### config.mk
export PLATFORM = sky130hd
export DESIGN_NAME = branch_predictor
export DESIGN_NICKNAME = d
export VERILOG_FILES = /design/src/rtl/branch_predictor.sv
export SDC_FILE = /design/constraint.sdc
export NUM_CORES = 1
export LEC_CHECK = 0
export BUFFER_PORTS_ARGS = -buffer_cell sky130_fd_sc_hd__buf_4
export CAP_MARGIN = 20
export CORE_MARGIN = 3
export CORE_UTILIZATION = 45
export CTS_CLUSTER_SIZE = 10
export DETAILED_ROUTE_END_ITERATION = 7
export GPL_ROUTABILITY_DRIVEN = 0
export GPL_TIMING_DRIVEN = 0
export PLACE_DENSITY = 0.76
export SYNTH_ARGS = -nofsm -noshare
export SYNTH_HDL_FRONTEND = slang
export SYNTH_SLANG_ARGS = --single-unit
export TNS_END_PERCENT = 5
### constraint.sdc
create_clock -name clk -period 3.55 [get_ports clk]
set_clock_uncertainty 0.1 [all_clocks]
set_input_delay 0.5325 -clock clk [delete_from_list [all_inputs] [get_ports clk]]
set_output_delay 0.5325 -clock clk [all_outputs]
set_load 0.02 [all_outputs]
### src/rtl/branch_predictor.sv
// Tournament branch predictor: bimodal (BHT) + gshare (PHT) with a chooser table (CHT).
// Latency: one cycle from fetch_valid to pred_valid; training takes effect at the same edge.
// Backpressure: none; a fetch or update can be accepted every cycle, and both can occur together.
module branch_predictor (
  input  logic        clk,
  input  logic        rst,
  input  logic        fetch_valid,
  input  logic [31:0] fetch_pc,
  output logic        pred_valid,
  output logic        predict1,
  output logic        predict2,
  output logic        pprediction,
  input  logic        upd_valid,
  input  logic [31:0] upd_pc,
  input  logic [31:0] upd_inst,
  input  logic        PCsel,
  input  logic        taken1,
  input  logic        taken2,
  input  logic        true,
  output logic [15:0] br_count,
  output logic [15:0] miss_count
);

  localparam logic [6:0]  OPC_BRANCH = 7'b1100011;
  localparam logic [1:0]  BHT_INIT   = 2'b01;
  localparam logic [1:0]  PHT_INIT   = 2'b01;
  localparam logic [1:0]  CHT_INIT   = 2'b10;
  localparam logic [15:0] CNT_MAX    = 16'hFFFF;

  // Saturating 2-bit counter helpers shared by all three tables.
  function automatic logic [1:0] sat_inc(input logic [1:0] c);
    return (c == 2'b11) ? c : c + 2'b01;
  endfunction

  function automatic logic [1:0] sat_dec(input logic [1:0] c);
    return (c == 2'b00) ? c : c - 2'b01;
  endfunction

  // Architectural state
  logic [1:0]  r_bht [16];
  logic [1:0]  r_pht [16];
  logic [1:0]  r_cht [16];
  logic [3:0]  r_ghr;
  logic        r_pred_valid;
  logic        r_predict1;
  logic        r_predict2;
  logic        r_pprediction;
  logic [15:0] r_br_count;
  logic [15:0] r_miss_count;

  // Fetch-side lookup
  logic [3:0]  w_f_bidx;
  logic [3:0]  w_f_gidx;
  logic [3:0]  w_f_cidx;
  logic        w_f_p1;
  logic        w_f_p2;
  logic        w_f_pp;

  // Training-side update
  logic        w_train;
  logic [3:0]  w_u_bidx;
  logic [3:0]  w_u_gidx;
  logic [3:0]  w_u_cidx;
  logic [1:0]  w_bht_nxt;
  logic [1:0]  w_pht_nxt;
  logic [1:0]  w_cht_nxt;
  logic [3:0]  w_ghr_nxt;
  logic [15:0] w_br_nxt;
  logic [15:0] w_miss_nxt;

  // PC alignment bits and upper bits never reach the 16-entry tables.
  logic        w_unused;
  assign w_unused = ^{fetch_pc[31:6], fetch_pc[1:0], upd_pc[31:6], upd_pc[1:0], upd_inst[31:7]};

  // Fetch indexes: bimodal and chooser by PC, gshare by PC xor history.
  assign w_f_bidx = fetch_pc[5:2];
  assign w_f_gidx = fetch_pc[5:2] ^ r_ghr;
  assign w_f_cidx = fetch_pc[5:2];

  // Prediction bits read from pre-edge table contents (no bypass from training).
  always_comb begin
    w_f_p1 = r_bht[w_f_bidx][1];
    w_f_p2 = r_pht[w_f_gidx][1];
    w_f_pp = r_cht[w_f_cidx][1] ? w_f_p2 : w_f_p1;
  end

  // Only resolved conditional branches train the predictor.
  assign w_train  = upd_valid && (upd_inst[6:0] == OPC_BRANCH);
  assign w_u_bidx = upd_pc[5:2];
  assign w_u_gidx = upd_pc[5:2] ^ r_ghr;
  assign w_u_cidx = upd_pc[5:2];

  // Next counter values for the direction tables, steered by the actual outcome.
  always_comb begin
    w_bht_nxt = r_bht[w_u_bidx];
    w_pht_nxt = r_pht[w_u_gidx];
    if (PCsel) begin
      w_bht_nxt = sat_inc(r_bht[w_u_bidx]);
      w_pht_nxt = sat_inc(r_pht[w_u_gidx]);
    end else begin
      w_bht_nxt = sat_dec(r_bht[w_u_bidx]);
      w_pht_nxt = sat_dec(r_pht[w_u_gidx]);
    end
  end

  // Chooser moves toward whichever component alone was right; ties hold.
  always_comb begin
    w_cht_nxt = r_cht[w_u_cidx];
    case ({taken2, taken1})
      2'b10:   w_cht_nxt = sat_inc(r_cht[w_u_cidx]);
      2'b01:   w_cht_nxt = sat_dec(r_cht[w_u_cidx]);
      default: w_cht_nxt = r_cht[w_u_cidx];
    endcase
  end

  // History shift and saturating statistics counters.
  always_comb begin
    w_ghr_nxt  = {r_ghr[2:0], PCsel};
    w_br_nxt   = (r_br_count == CNT_MAX) ? r_br_count : r_br_count + 16'd1;
    w_miss_nxt = r_miss_count;
    if (!true) begin
      w_miss_nxt = (r_miss_count == CNT_MAX) ? r_miss_count : r_miss_count + 16'd1;
    end
  end

  // Prediction output registers; outputs hold when no fetch is presented.
  always_ff @(posedge clk) begin
    if (rst) begin
      r_pred_valid  <= 1'b0;
      r_predict1    <= 1'b0;
      r_predict2    <= 1'b0;
      r_pprediction <= 1'b0;
    end else begin
      r_pred_valid <= fetch_valid;
      if (fetch_valid) begin
        r_predict1    <= w_f_p1;
        r_predict2    <= w_f_p2;
        r_pprediction <= w_f_pp;
      end
    end
  end

  // Table training; reset restores weakly-not-taken directions and a gshare-leaning chooser.
  always_ff @(posedge clk) begin
    if (rst) begin
      for (int i = 0; i < 16; i++) begin
        r_bht[i] <= BHT_INIT;
        r_pht[i] <= PHT_INIT;
        r_cht[i] <= CHT_INIT;
      end
    end else if (w_train) begin
      r_bht[w_u_bidx] <= w_bht_nxt;
      r_pht[w_u_gidx] <= w_pht_nxt;
      r_cht[w_u_cidx] <= w_cht_nxt;
    end
  end

  // Global history and branch/miss statistics advance once per training event.
  always_ff @(posedge clk) begin
    if (rst) begin
      r_ghr        <= 4'b0000;
      r_br_count   <= 16'd0;
      r_miss_count <= 16'd0;
    end else if (w_train) begin
      r_ghr        <= w_ghr_nxt;
      r_br_count   <= w_br_nxt;
      r_miss_count <= w_miss_nxt;
    end
  end

  assign pred_valid  = r_pred_valid;
  assign predict1    = r_predict1;
  assign predict2    = r_predict2;
  assign pprediction = r_pprediction;
  assign br_count    = r_br_count;
  assign miss_count  = r_miss_count;

endmodule

Word level (Yosys, flattened, before mapping):

Memory sizes are Yosys's and may differ from the RTL's.
Index checks and enable logic that the tools add are counted.

* add/sub/neg operators: 8
* equal/unequal tests: 8
* multiplexer cells: 24
* bitwise operators: 5
* reductions and logical operators: 9

Operator list (number)
* 16-bit by 1-bit adder with 16-bit output, second input constant: 2
* 16-bit == test, second input constant: 2
* 2-bit two-way mux: 11
* 4-bit two-way mux: 3
* 1-bit two-way mux: 9
* 2-bit == test, second input constant: 4
* 4-bit bitwise XOR: 2
* 7-bit == test, second input constant: 1
* 2-bit by 1-bit adder with 2-bit output, second input constant: 3
* 2-bit zero test: 3
* 2-bit OR reduction: 3
* 2-bit by 1-bit subtractor with 2-bit output, second input constant: 3
* 2-bit case mux with 2 select lines: 1
* 1-bit NOT: 3
* 3-bit AND reduction: 1
* 2-bit by 1-bit == test with 1-bit output, second input constant: 1
* 2-bit AND reduction: 1
* 1-bit logical AND: 1

* register bits: 40
* memory bits (writable): 96
* input bits: 104
* output and inout port bits: 36
* memories: 3

Memories
* r_bht: words 16, width 2, rd ports 2, clocked after Yosys merged registers in 0, wr ports 16, RTL line 40 `logic [1:0] r_bht [16];`
* r_cht: words 16, width 2, rd ports 2, clocked after Yosys merged registers in 0, wr ports 16, RTL line 42 `logic [1:0] r_cht [16];`
* r_pht: words 16, width 2, rd ports 2, clocked after Yosys merged registers in 0, wr ports 16, RTL line 41 `logic [1:0] r_pht [16];`

Logic depth before layout (Yosys ltp):

* depth in word-level cells: 7
* depth in mapped cells: 10
* depth with buffers taken out: 7

Worst setup path after synthesis:

Ideal clock, no wire load.

* path type: in2reg
* start point: input upd_pc[3]
* end point: memory r_pht[10][0], data pin
* setup time: 0.299 ns
* arrival: 2.429 ns
* setup slack: 0.722 ns
* cell stages on the path: 8
* cells stage by stage: clkbuf_8 -> xor2_1 -> mux4_2 -> a22oi_1 -> and3_1 -> maj3_2 -> buf_2 -> nand3_1

RTL lines
* start: declaration: RTL line 14 `input logic [31:0] upd_pc,`
* end: declaration: RTL line 41

==> metrics.yaml <==
first_global_vias: 5204
synth_enable_flop_cells: 96
multi_input_area_sq_um: 3230
cts_post_setup_buffers_inserted: 0
synth.ff_latch_count: 136
worstSetupPathType: "reg2reg"
drive_above_1_share: 0.188
setup_viol: 0
vias_per_cell: 5.64
setup.worst_path.end_class: "flop"
p_per_area_nw_per_um2: 435
fmax_mhz: 312
cts.clk_slew.worst_paths_ps: 60
min_clock_period_post_route_ps: 3200
worst_pin_slew_ps: 1010
gr-total-overflow: 0
initial_utilization: 0.465
synthesis.nets: 760
vias: 5374
drt_pass_1_iters: 5
worst_ep_arrival_time_ps: 3210
dieWidth_um: 132
timing.hold.worst.class: "in2reg"
clock_path_buffers: 2
detail-route-antenna-nets: 0
postLayoutCoreUtil: 0.545
cts_tree: "built"
maximum_number_of_pins_on_one_net_before_global_route_repair: 17
min_period_over_period: 0.902
ctsHtreeMaxLevel: 4
mapped_cells: 652
clock_latency_ps: 420
finish.cell_count_without_fillers: 952
status: "complete, no violations"
final-hold-violation-count: 0
grt_antenna_before_repair: 0
setup_total_negative_slack_ps: 0
final_net_count: 836
remaining_drcs: 0
unrepaired_setup_endpoints_after_global_routing: "false"
worstPathRequired_ps: 3560
numPlacedInstances: 918
cts_buffers: 17
max_slew_margin: 0.324
cts-resized-gates: 0
critPathLaunchType: "flop"
sequential_share_of_the_synthesized_area: 0.513
area.sequential_sq_um: 3680
cts_hold_repair_buffers: 0
io_pins: 140
synth_cell_type_count: 53
dieArea_sq_um: 17500
synth_async_sr_flop_share: 0
synth_area_sq_um: 7180
place.port_buffers: 53
placeableCoreArea_sq_um: 15400
fillerInstances: 1369
detailedPlacementHpwl_mm: 12.8
yosys_warnings: 0
hold_ws_ps: 307
critical_path_fanout_max: 10
cellLeakagePower_nw: 2.82
route.final.wire_length_mm: 17.6
cts_root_buf: "sky130_fd_sc_hd__clkbuf_16"
synthToLayoutAreaGrowth_pct: 17.1
max_cap_viol_count: 0
final-max-slew-violation-count: 0
drt_first_iter_violations: 516
antenna_cells: 0
synthesis.area_per_instance_sq_um: 11.0
synth_flop_cell: "sky130_fd_sc_hd__edfxtp_1"
globalRouteTotalUtil: 0.204
layout_common_cells: "sky130_fd_sc_hd__nor2_1 (111), sky130_fd_sc_hd__nand2_1 (100), sky130_fd_sc_hd__edfxtp_1 (96)"
layout_commonest_cell: "sky130_fd_sc_hd__nor2_1"
core.rowCount: 45
totalPowerFinal_mw: 3.65
routedWlPerCell_um: 18.5
die_h_um: 132
clock_sink_count: 136
grt_pass1_wl_mm: 27.9
irDropWorstVdd_uv: 369
==> final cells by class <==
class,instances,area share
Buffer,34,0.0246
Sequential cell,136,0.438
Tap cell,211,0.0314
Inverter,15,0.00670
Timing Repair Buffer,57,0.0497
Clock inverter,8,0.00506
Clock buffer,24,0.0595
Multi-Input combinational cell,467,0.385
==> per-stage QoR <==
stage          instance area [sq um]  setup WS (ps)
2_1_floorplan                   7180            722
5_1_grt                         8410            193
4_1_cts                         8400            341
3_3_place_gp                    7840           86.8
6_report                        8410            349
3_5_place_dp                    7850           52.5
==> worst paths after layout <==
path / from / end / slack [ps] / depth (start not counted)
setup / recovery: r_ghr[1] / r_pht[14][0] / 350 / 8
hold / removal: fetch_valid / predict1 / 310 / 3
setup reg to reg: r_ghr[1] / r_pht[14][0] / 350 / 8
hold reg to reg: predict1 / predict1 / 390 / 2
==> power by group <==
part	internal, mW	switching, mW	leakage [nW]
registers	1.72	0.0101	1.15
clock network	0.979	0.634	0.280
logic	0.117	0.197	1.39
total	2.81	0.841	2.82
==> state kept, by name, summed over array words and instances (netlist names) <==
name / count
br_count: 16
predict2: 1
pred_valid: 1
miss_count: 16
pprediction: 1
r_cht: 32
r_ghr: 4
r_bht: 32
predict1: 1
r_pht: 32
==> per-layer routing <==
layer,share of wire,GRT usage,up-vias
li1,-,-,2514
met1,0.41,0.266,2570
met2,0.47,0.323,253
met3,0.098,0.0706,37
met4,0.020,0.0629,0
met5,0,0,-
==> Yosys cell counts (4+ instances only) <==
cell                       number  share of area
sky130_fd_sc_hd__mux4_2        23          0.072
sky130_fd_sc_hd__o21ai_0        8         0.0056
sky130_fd_sc_hd__edfxtp_1      96           0.40
sky130_fd_sc_hd__nand3b_1       4         0.0042
sky130_fd_sc_hd__clkbuf_8       4         0.0077
sky130_fd_sc_hd__nor2b_1        5         0.0044
sky130_fd_sc_hd__or3_1          7         0.0061
sky130_fd_sc_hd__nor3_1         6         0.0042
sky130_fd_sc_hd__and3_1         4         0.0035
sky130_fd_sc_hd__mux2i_1       14          0.020
sky130_fd_sc_hd__inv_1         15         0.0078
sky130_fd_sc_hd__xor2_1        17          0.021
sky130_fd_sc_hd__nand2_1      100          0.052
sky130_fd_sc_hd__nand3_1       34          0.024
sky130_fd_sc_hd__a21oi_1       11         0.0077
sky130_fd_sc_hd__clkbuf_1      17         0.0089
sky130_fd_sc_hd__nand4_1       11         0.0096
sky130_fd_sc_hd__dfxtp_1       40           0.11
sky130_fd_sc_hd__xnor2_1       15          0.018
sky130_fd_sc_hd__buf_2          8         0.0056
sky130_fd_sc_hd__nand2b_1      34          0.030
sky130_fd_sc_hd__ha_1           4         0.0070
sky130_fd_sc_hd__mux4_1        12          0.044
sky130_fd_sc_hd__nor4_1         6         0.0052
sky130_fd_sc_hd__nor2_1       111          0.058
==> kinds of logic after synthesis <==
family	Yosys count	synth area share
and+or+nand+nor	341	0.223
DFF	136	0.513
muxes	50	0.137
buffers and inverters	49	0.0366
AOI/OAI and AO/OA	35	0.0348
xor gates and xnor gates	33	0.0429
adders and majority gates	8	0.0129
==> worst max-delay path: stages (launching register included) <==
cell,delay [ps]
sky130_fd_sc_hd__dfxtp_1,300
sky130_fd_sc_hd__clkbuf_2,160
sky130_fd_sc_hd__xor2_1,810
sky130_fd_sc_hd__mux4_2,440
sky130_fd_sc_hd__a22oi_1,190
sky130_fd_sc_hd__and3_1,220
sky130_fd_sc_hd__maj3_2,290
sky130_fd_sc_hd__buf_2,270
sky130_fd_sc_hd__nand3_1,120
(Power assumes the default switching activity.)
